### src/rtl/oflow_mem_arb_pkg.sv
// Shared types and default sizing for the history-frame buffer arbiter.
// Latency: n/a (types, constants and a pure helper function only).
// Backpressure: n/a.
package oflow_mem_arb_pkg;

   typedef enum logic {
      IDLE  = 1'b0,
      BURST = 1'b1
   } arb_state_e;

   localparam int DEF_NUM_REQ       = 4;
   localparam int DEF_FRAME_W       = 5;
   localparam int DEF_OFFSET_W      = 7;
   localparam int DEF_RD_LAT        = 1;
   localparam int DEF_MAX_WR_STREAK = 3;

   // Round-robin successor of a requester index, wrapping modulo n.
   function automatic int rr_next(input int idx, input int n);
      return (idx + 1 >= n) ? 0 : idx + 1;
   endfunction

endpackage

### src/rtl/oflow_rr_picker.sv
// Round-robin one-hot picker: first set request at or after ptr, wrapping.
// Latency: purely combinational.
// Backpressure: none; the caller decides when a pick is consumed.
module oflow_rr_picker #(
   parameter int N     = 4,
   parameter int IDX_W = $clog2(N)
) (
   input  logic [N-1:0]     req_vec,
   input  logic [IDX_W-1:0] ptr,
   output logic [N-1:0]     pick_oh,
   output logic [IDX_W-1:0] pick_idx,
   output logic             pick_vld
);

   // Scan N candidates starting at ptr; the first requesting one wins.
   always_comb begin
      int               j;
      logic [IDX_W-1:0] jj;
      pick_oh  = '0;
      pick_idx = '0;
      pick_vld = 1'b0;
      for (int k = 0; k < N; k++) begin
         j = int'(ptr) + k;
         if (j >= N) begin
            j = j - N;
         end
         jj = j[IDX_W-1:0];
         if (!pick_vld && req_vec[jj]) begin
            pick_vld     = 1'b1;
            pick_oh[jj]  = 1'b1;
            pick_idx     = jj;
         end
      end
   end

endmodule

### src/rtl/oflow_mem_buffer_arbiter.sv
// Burst arbiter sharing the dual-offset history-frame buffer; writes first, RR per class.
// Latency: grant 1 cycle after request; mem_* 1 cycle after ack; read tag RD_LAT+1 after ack.
// Backpressure: requesters hold req until their last beat is acked; ack = gnt & req.
module oflow_mem_buffer_arbiter
   import oflow_mem_arb_pkg::*;
#(
   parameter int NUM_REQ       = DEF_NUM_REQ,
   parameter int FRAME_W       = DEF_FRAME_W,
   parameter int OFFSET_W      = DEF_OFFSET_W,
   parameter int RD_LAT        = DEF_RD_LAT,
   parameter int MAX_WR_STREAK = DEF_MAX_WR_STREAK
) (
   input  logic                          clk,
   input  logic                          reset_N,
   input  logic [NUM_REQ-1:0]            req,
   input  logic [NUM_REQ-1:0]            req_we,
   input  logic [NUM_REQ*FRAME_W-1:0]    req_frame,
   input  logic [NUM_REQ*OFFSET_W-1:0]   req_offset_0,
   input  logic [NUM_REQ*OFFSET_W-1:0]   req_offset_1,
   input  logic [NUM_REQ-1:0]            req_last,
   output logic [NUM_REQ-1:0]            gnt,
   output logic [NUM_REQ-1:0]            ack,
   output logic [FRAME_W-1:0]            mem_frame_num,
   output logic [OFFSET_W-1:0]           mem_offset_0,
   output logic [OFFSET_W-1:0]           mem_offset_1,
   output logic                          mem_we,
   output logic                          rd_valid,
   output logic [$clog2(NUM_REQ)-1:0]    rd_owner,
   output logic                          busy
);

   localparam int IDX_W    = $clog2(NUM_REQ);
   localparam int STREAK_W = $clog2(MAX_WR_STREAK + 1);

   arb_state_e           state_q;
   arb_state_e           state_d;
   logic                 grant_now;
   logic [IDX_W-1:0]     owner_q;
   logic [IDX_W-1:0]     rd_ptr_q;
   logic [IDX_W-1:0]     wr_ptr_q;
   logic [STREAK_W-1:0]  wr_streak_q;

   logic [NUM_REQ-1:0]   wr_req;
   logic [NUM_REQ-1:0]   rd_req;
   logic [NUM_REQ-1:0]   rd_pick_oh;
   logic [NUM_REQ-1:0]   wr_pick_oh;
   logic [NUM_REQ-1:0]   win_oh;
   logic [IDX_W-1:0]     rd_pick_idx;
   logic [IDX_W-1:0]     wr_pick_idx;
   logic [IDX_W-1:0]     win_idx;
   logic                 rd_pick_vld;
   logic                 wr_pick_vld;
   logic                 pick_write;
   logic                 streak_full;

   logic                 own_req;
   logic                 own_we;
   logic                 own_last;
   logic [FRAME_W-1:0]   own_frame;
   logic [OFFSET_W-1:0]  own_off_0;
   logic [OFFSET_W-1:0]  own_off_1;
   logic                 beat_ack;
   logic                 rd_push;

   logic [RD_LAT:0]      rd_vld_sr;
   logic [IDX_W-1:0]     rd_id_sr [RD_LAT+1];

   assign wr_req = req & req_we;
   assign rd_req = req & ~req_we;

   oflow_rr_picker #(.N(NUM_REQ), .IDX_W(IDX_W)) u_rd_pick (
      .req_vec  (rd_req),
      .ptr      (rd_ptr_q),
      .pick_oh  (rd_pick_oh),
      .pick_idx (rd_pick_idx),
      .pick_vld (rd_pick_vld)
   );

   oflow_rr_picker #(.N(NUM_REQ), .IDX_W(IDX_W)) u_wr_pick (
      .req_vec  (wr_req),
      .ptr      (wr_ptr_q),
      .pick_oh  (wr_pick_oh),
      .pick_idx (wr_pick_idx),
      .pick_vld (wr_pick_vld)
   );

   // Writes win unless they have used up their streak while a read waits.
   assign streak_full = (wr_streak_q == STREAK_W'(MAX_WR_STREAK));
   assign pick_write  = wr_pick_vld && !(streak_full && rd_pick_vld);
   assign win_oh      = pick_write ? wr_pick_oh  : rd_pick_oh;
   assign win_idx     = pick_write ? wr_pick_idx : rd_pick_idx;

   // Fields of the current burst owner.
   assign own_req   = req[owner_q];
   assign own_we    = req_we[owner_q];
   assign own_last  = req_last[owner_q];
   assign own_frame = req_frame[int'(owner_q)*FRAME_W +: FRAME_W];
   assign own_off_0 = req_offset_0[int'(owner_q)*OFFSET_W +: OFFSET_W];
   assign own_off_1 = req_offset_1[int'(owner_q)*OFFSET_W +: OFFSET_W];

   assign ack      = gnt & req;
   assign beat_ack = |ack;
   assign rd_push  = beat_ack && !own_we;
   assign busy     = (state_q == BURST);
   assign rd_valid = rd_vld_sr[RD_LAT];
   assign rd_owner = rd_id_sr[RD_LAT];

   // State register.
   always_ff @(posedge clk or negedge reset_N) begin
      if (!reset_N) begin
         state_q <= IDLE;
      end else begin
         state_q <= state_d;
      end
   end

   // Next state: arbitrate from IDLE; leave BURST on last beat or owner drop.
   always_comb begin
      state_d   = state_q;
      grant_now = 1'b0;
      case (state_q)
         IDLE: begin
            if (|req) begin
               state_d   = BURST;
               grant_now = 1'b1;
            end
         end
         BURST: begin
            if (!own_req || own_last) begin
               state_d = IDLE;
            end
         end
         default: state_d = IDLE;
      endcase
   end

   // Grant, owner, per-class pointers and write streak update on each new burst.
   always_ff @(posedge clk or negedge reset_N) begin
      if (!reset_N) begin
         gnt         <= '0;
         owner_q     <= '0;
         rd_ptr_q    <= '0;
         wr_ptr_q    <= '0;
         wr_streak_q <= '0;
      end else if (grant_now) begin
         gnt     <= win_oh;
         owner_q <= win_idx;
         if (pick_write) begin
            wr_ptr_q <= IDX_W'(rr_next(int'(wr_pick_idx), NUM_REQ));
            if (!streak_full) begin
               wr_streak_q <= wr_streak_q + 1'b1;
            end
         end else begin
            rd_ptr_q    <= IDX_W'(rr_next(int'(rd_pick_idx), NUM_REQ));
            wr_streak_q <= '0;
         end
      end else if (state_d == IDLE) begin
         gnt <= '0;
      end
   end

   // Buffer controls: capture owner fields on each acked beat; no ack means no write.
   always_ff @(posedge clk or negedge reset_N) begin
      if (!reset_N) begin
         mem_frame_num <= '0;
         mem_offset_0  <= '0;
         mem_offset_1  <= '0;
         mem_we        <= 1'b0;
      end else if (beat_ack) begin
         mem_frame_num <= own_frame;
         mem_offset_0  <= own_off_0;
         mem_offset_1  <= own_off_1;
         mem_we        <= own_we;
      end else begin
         mem_we <= 1'b0;
      end
   end

   // Read tag pipeline: owner id follows the address register plus RD_LAT buffer cycles.
   always_ff @(posedge clk or negedge reset_N) begin
      if (!reset_N) begin
         rd_vld_sr <= '0;
         for (int i = 0; i <= RD_LAT; i++) begin
            rd_id_sr[i] <= '0;
         end
      end else begin
         rd_vld_sr[0] <= rd_push;
         rd_id_sr[0]  <= rd_push ? owner_q : '0;
         for (int i = 1; i <= RD_LAT; i++) begin
            rd_vld_sr[i] <= rd_vld_sr[i-1];
            rd_id_sr[i]  <= rd_id_sr[i-1];
         end
      end
   end

endmodule

### config.mk
export PLATFORM = sky130hd
export DESIGN_NAME = oflow_mem_buffer_arbiter
export DESIGN_NICKNAME = d
export VERILOG_FILES = /design/src/rtl/oflow_mem_arb_pkg.sv /design/src/rtl/oflow_rr_picker.sv /design/src/rtl/oflow_mem_buffer_arbiter.sv
export SDC_FILE = /design/constraint.sdc
export NUM_CORES = 1
export LEC_CHECK = 0
export ABC_AREA = 1
export BUFFER_PORTS_ARGS = -buffer_cell sky130_fd_sc_hd__buf_4
export CORE_MARGIN = 5
export CORE_UTILIZATION = 50
export CTS_CLUSTER_DIAMETER = 30
export DETAILED_ROUTE_END_ITERATION = 6
export GPL_ROUTABILITY_DRIVEN = 0
export MAX_ROUTING_LAYER = met4
export PLACE_DENSITY = 0.82
export SYNTH_ARGS = -nofsm -noshare
export SYNTH_HDL_FRONTEND = slang
export SYNTH_SLANG_ARGS = --single-unit
### constraint.sdc
create_clock -name clk -period 2.7 [get_ports clk]
set_input_delay 0.135 -clock clk [delete_from_list [all_inputs] [get_ports clk]]
set_output_delay 0.135 -clock clk [all_outputs]
set_load 0.1 [all_outputs]
==> run summary <==
status: complete, no violations
final critical-path required period: 2340 ps
synth warn: 0
DRT Pass-1 Iters: 4
Antenna Violating Nets Remaining: 0
I/O Buffers: 121
Slew Viols, Final: 0
register area share after synthesis: 31.09%
DR iter-0 viols: 188
via-per-instance ratio: 5.474
Seq. cell area: 975.9 sq um
Adder-Cell Fraction of Synth Area: 6.776%
most frequent cell after synthesis: nor2_1
hold buffers post-CTS: 1
CP Class: register to register
IO Pins: 122
WL/cell: 14.77 um
setup bufs post-CTS: 0
CTS sink count: 39
CP Data Required Time: 2880 ps
Remaining DRCs: 0
cell family with most CP delay: simple AND/OR/NAND/NOR gates
number of global-route vias before repair: 3286
hold crit path type: primary input to register
initial antenna violation count: 0
reg-to-reg startpoint: wr_ptr_q[0]
period utilization: 86.66%
Multi-input gate area: 1884 sq um
Synth area leader: dfrtp_1
worst-skew pair later-pin latency: 290 ps
Main synth FF type: dfrtp_1
n_diodes: 0
CP arrival: 2520 ps
hold endpoint: mem_frame_num[1]
critical path cell sequence: inv_4 > ha_1 > inv_1 > nand3_1 > nand2_2 > nand4_2 > nand2_4 > nand2_2 > inv_2 > nand2_2 > nand2_1 > nand2_1
Avg Inst Size Synth: 6.581 sq um
maximum clock path buffer count: 2
hold depth: 3
R2R Path End: rd_ptr_q[1]
CP endpoint kind: register
Post-Syn Instances: 477
achievable frequency: 427.4 MHz
share of post-route cells with drive strength above 1: 26.49%
area share of the largest cell type after synthesis: 31.09%
starting density of the core: 52.10%
largest net degree at the start of global routing: 40
Synthesized Nets: 584
overall die width: 89.24 um
Final Setup Violations: 0
Vert. Die Dim: 89.24 um
worst vdd ir: 791.5 uV
TritonCTS buffer count: 5
GRT Util Overall: 24.88%
largest family of logic cells by synthesized area: simple AND/OR/NAND/NOR gates
CORE AREA: 6026 sq um
Slew headroom: 51.62%
ranking of synthesized cells by area: dfrtp_1 31%, nor2_1 13%, nand2_1 9.8%
ys async rst share: 100.0%
top cells by count, synth: 112 x nor2_1, 82 x nand2_1, 49 x nand3_1
CP max stage cell: dfrtp_1
Die ar.: 7963 sq um
crit path max fanout: 12
mux contribution to synthesized area: 0%
area grow syn2layout: 33.64%
skew final: 7.893 ps
slew at the pin with the worst max-slew slack: 725.0 ps
cell mode on critical path: nand2_2
R2R Setup Slk: 360 ps
CP startpoint kind: register
Pleak: 2.196 nW
Max stage delay on crit path: 620 ps
sum of negative setup slack: 0 ps
Post-Route WL: 9807 um
Post-synth EDFFs: 0
Worst Reg-to-Reg Cells: 12
TritonCTS clock tree: done
routed vias: 3635
Hold Slack: 161.4 ps
FF+latch count, synth: 39
Netlist cell types: 35
pwr dens: 1419 nW/um^2
WP buf/inv: 3
grt total ovfl: 0
Reg clk slew, reported paths: 80 ps
cell area after synthesis: 3139 sq um
fill count: 535
fin nets: 695
fraction of the mapped netlist area in simple logic gates: 36.67%
RSZ-0062 raised after global routing: no
Compound-Gate Fraction of Synth Area: 16.58%
Post-Synth XOR/XNOR Area: 0%
Max-Cap Viols: 0
CTS Root Cell: clkbuf_8
Post-CTS Resized: 0
first-pass GRT wire length: 15330 um
CTS H-Tree Depth: 2
Hold Path Origin: req_frame[16]
Final Hold Viols: 0
Site Rows: 28
DP HPWL: 7669 um
==> metal layers <==
metal  global-route usage [%]  up-vias  part of all wire, %
met2                    42.53      146                   51
met1                    31.01     1692                   40
met4                    5.548        0                 0.98
li1                         -     1791                    -
met5                        -        -                    0
met3                    3.871        6                  8.1
==> worst max-delay path by stage <==
stage	startpoint	endpoint	slack, ps	cells after the start
2_1_floorplan	gnt[0]	mem_frame_num[1]	130	8
3_3_place_gp	wr_ptr_q[0]	rd_ptr_q[1]	530	12
3_5_place_dp	wr_ptr_q[0]	rd_ptr_q[1]	390	12
4_1_cts	wr_ptr_q[0]	rd_ptr_q[1]	360	12
5_1_grt	wr_ptr_q[0]	wr_ptr_q[1]	180	13
6_report	wr_ptr_q[0]	rd_ptr_q[1]	360	12
==> layout by cell type, fill, tap and decap left out, types with 2 or more instances in the layout <==
master    Yosys  routed
a21oi_1       8       8
a31oi_1      20      20
buf_4         3     126
clkbuf_8      0       6
dfrtp_1      39      39
ha_1         17      17
inv_1        39      39
inv_2         3       3
nand2_1      82      82
nand2_2       8       8
nand3_1      49      49
nand3_2       2       2
nand3b_1      2       2
nand4_1       3       3
nand4_2       2       2
nor2_1      112     112
o21a_1        2       2
o21ai_0      45      45
o21ai_1       3       3
o221ai_1      2       2
o22ai_1       4       4
==> stage by stage <==
step | std cells | power, mW | utilization (%) | setup slack, ps | cell area, sq um
CTS | 664 | 5.943 | 69.62 | 361.9 | 4195
floorplan | 477 | 4.463 | - | 126.8 | 3139
detailed placement | 655 | 5.424 | 67.50 | 394.0 | 4068
global route | 664 | 6.396 | 69.62 | 184.0 | 4195
global placement | 655 | 5.323 | 67.50 | 525.4 | 4068
finish | 664 | 5.952 | 69.62 | 360.2 | 4195
==> area by class of cell <==
type / instances / area share [%]
clock inverters: 2 / 0.8351
clock buffers: 6 / 1.968
multi-input cells: 371 / 44.92
inverters: 44 / 3.996
repair buffers: 127 / 22.79
flip-flops and latches: 39 / 23.26
well taps: 75 / 2.237
==> sequential cells by signal, indices dropped and copies added, names as in the netlist <==
register / cells
mem_offset_0: 7
mem_offset_1: 7
mem_frame_num: 5
gnt: 4
owner_q: 2
rd_id_sr: 2
rd_owner: 2
rd_ptr_q: 2
rd_vld_sr: 2
wr_ptr_q: 2
wr_streak_q: 2
busy: 1
mem_we: 1
==> report_power, final <==
part	total, mW	internal, mW	switching [mW]
Sequential	1.04	0.831	0.208
Combinational	4.40	1.20	3.20
Clock	0.509	0.299	0.210
Total	5.95	2.33	3.62
==> cell families after synthesis <==
family,count (synthesis)
buffers and inverters,67
flip-flops,39
adder cells (fa/ha/maj),17
AND/OR/NAND/NOR,264
AO/OA/AOI/OAI,90
==> worst min-delay path: stages <==
cell     delay (ps)
buf_4            70
o21ai_0          60
a31oi_1         140
Note: power is estimated with default switching activity, not from simulation.
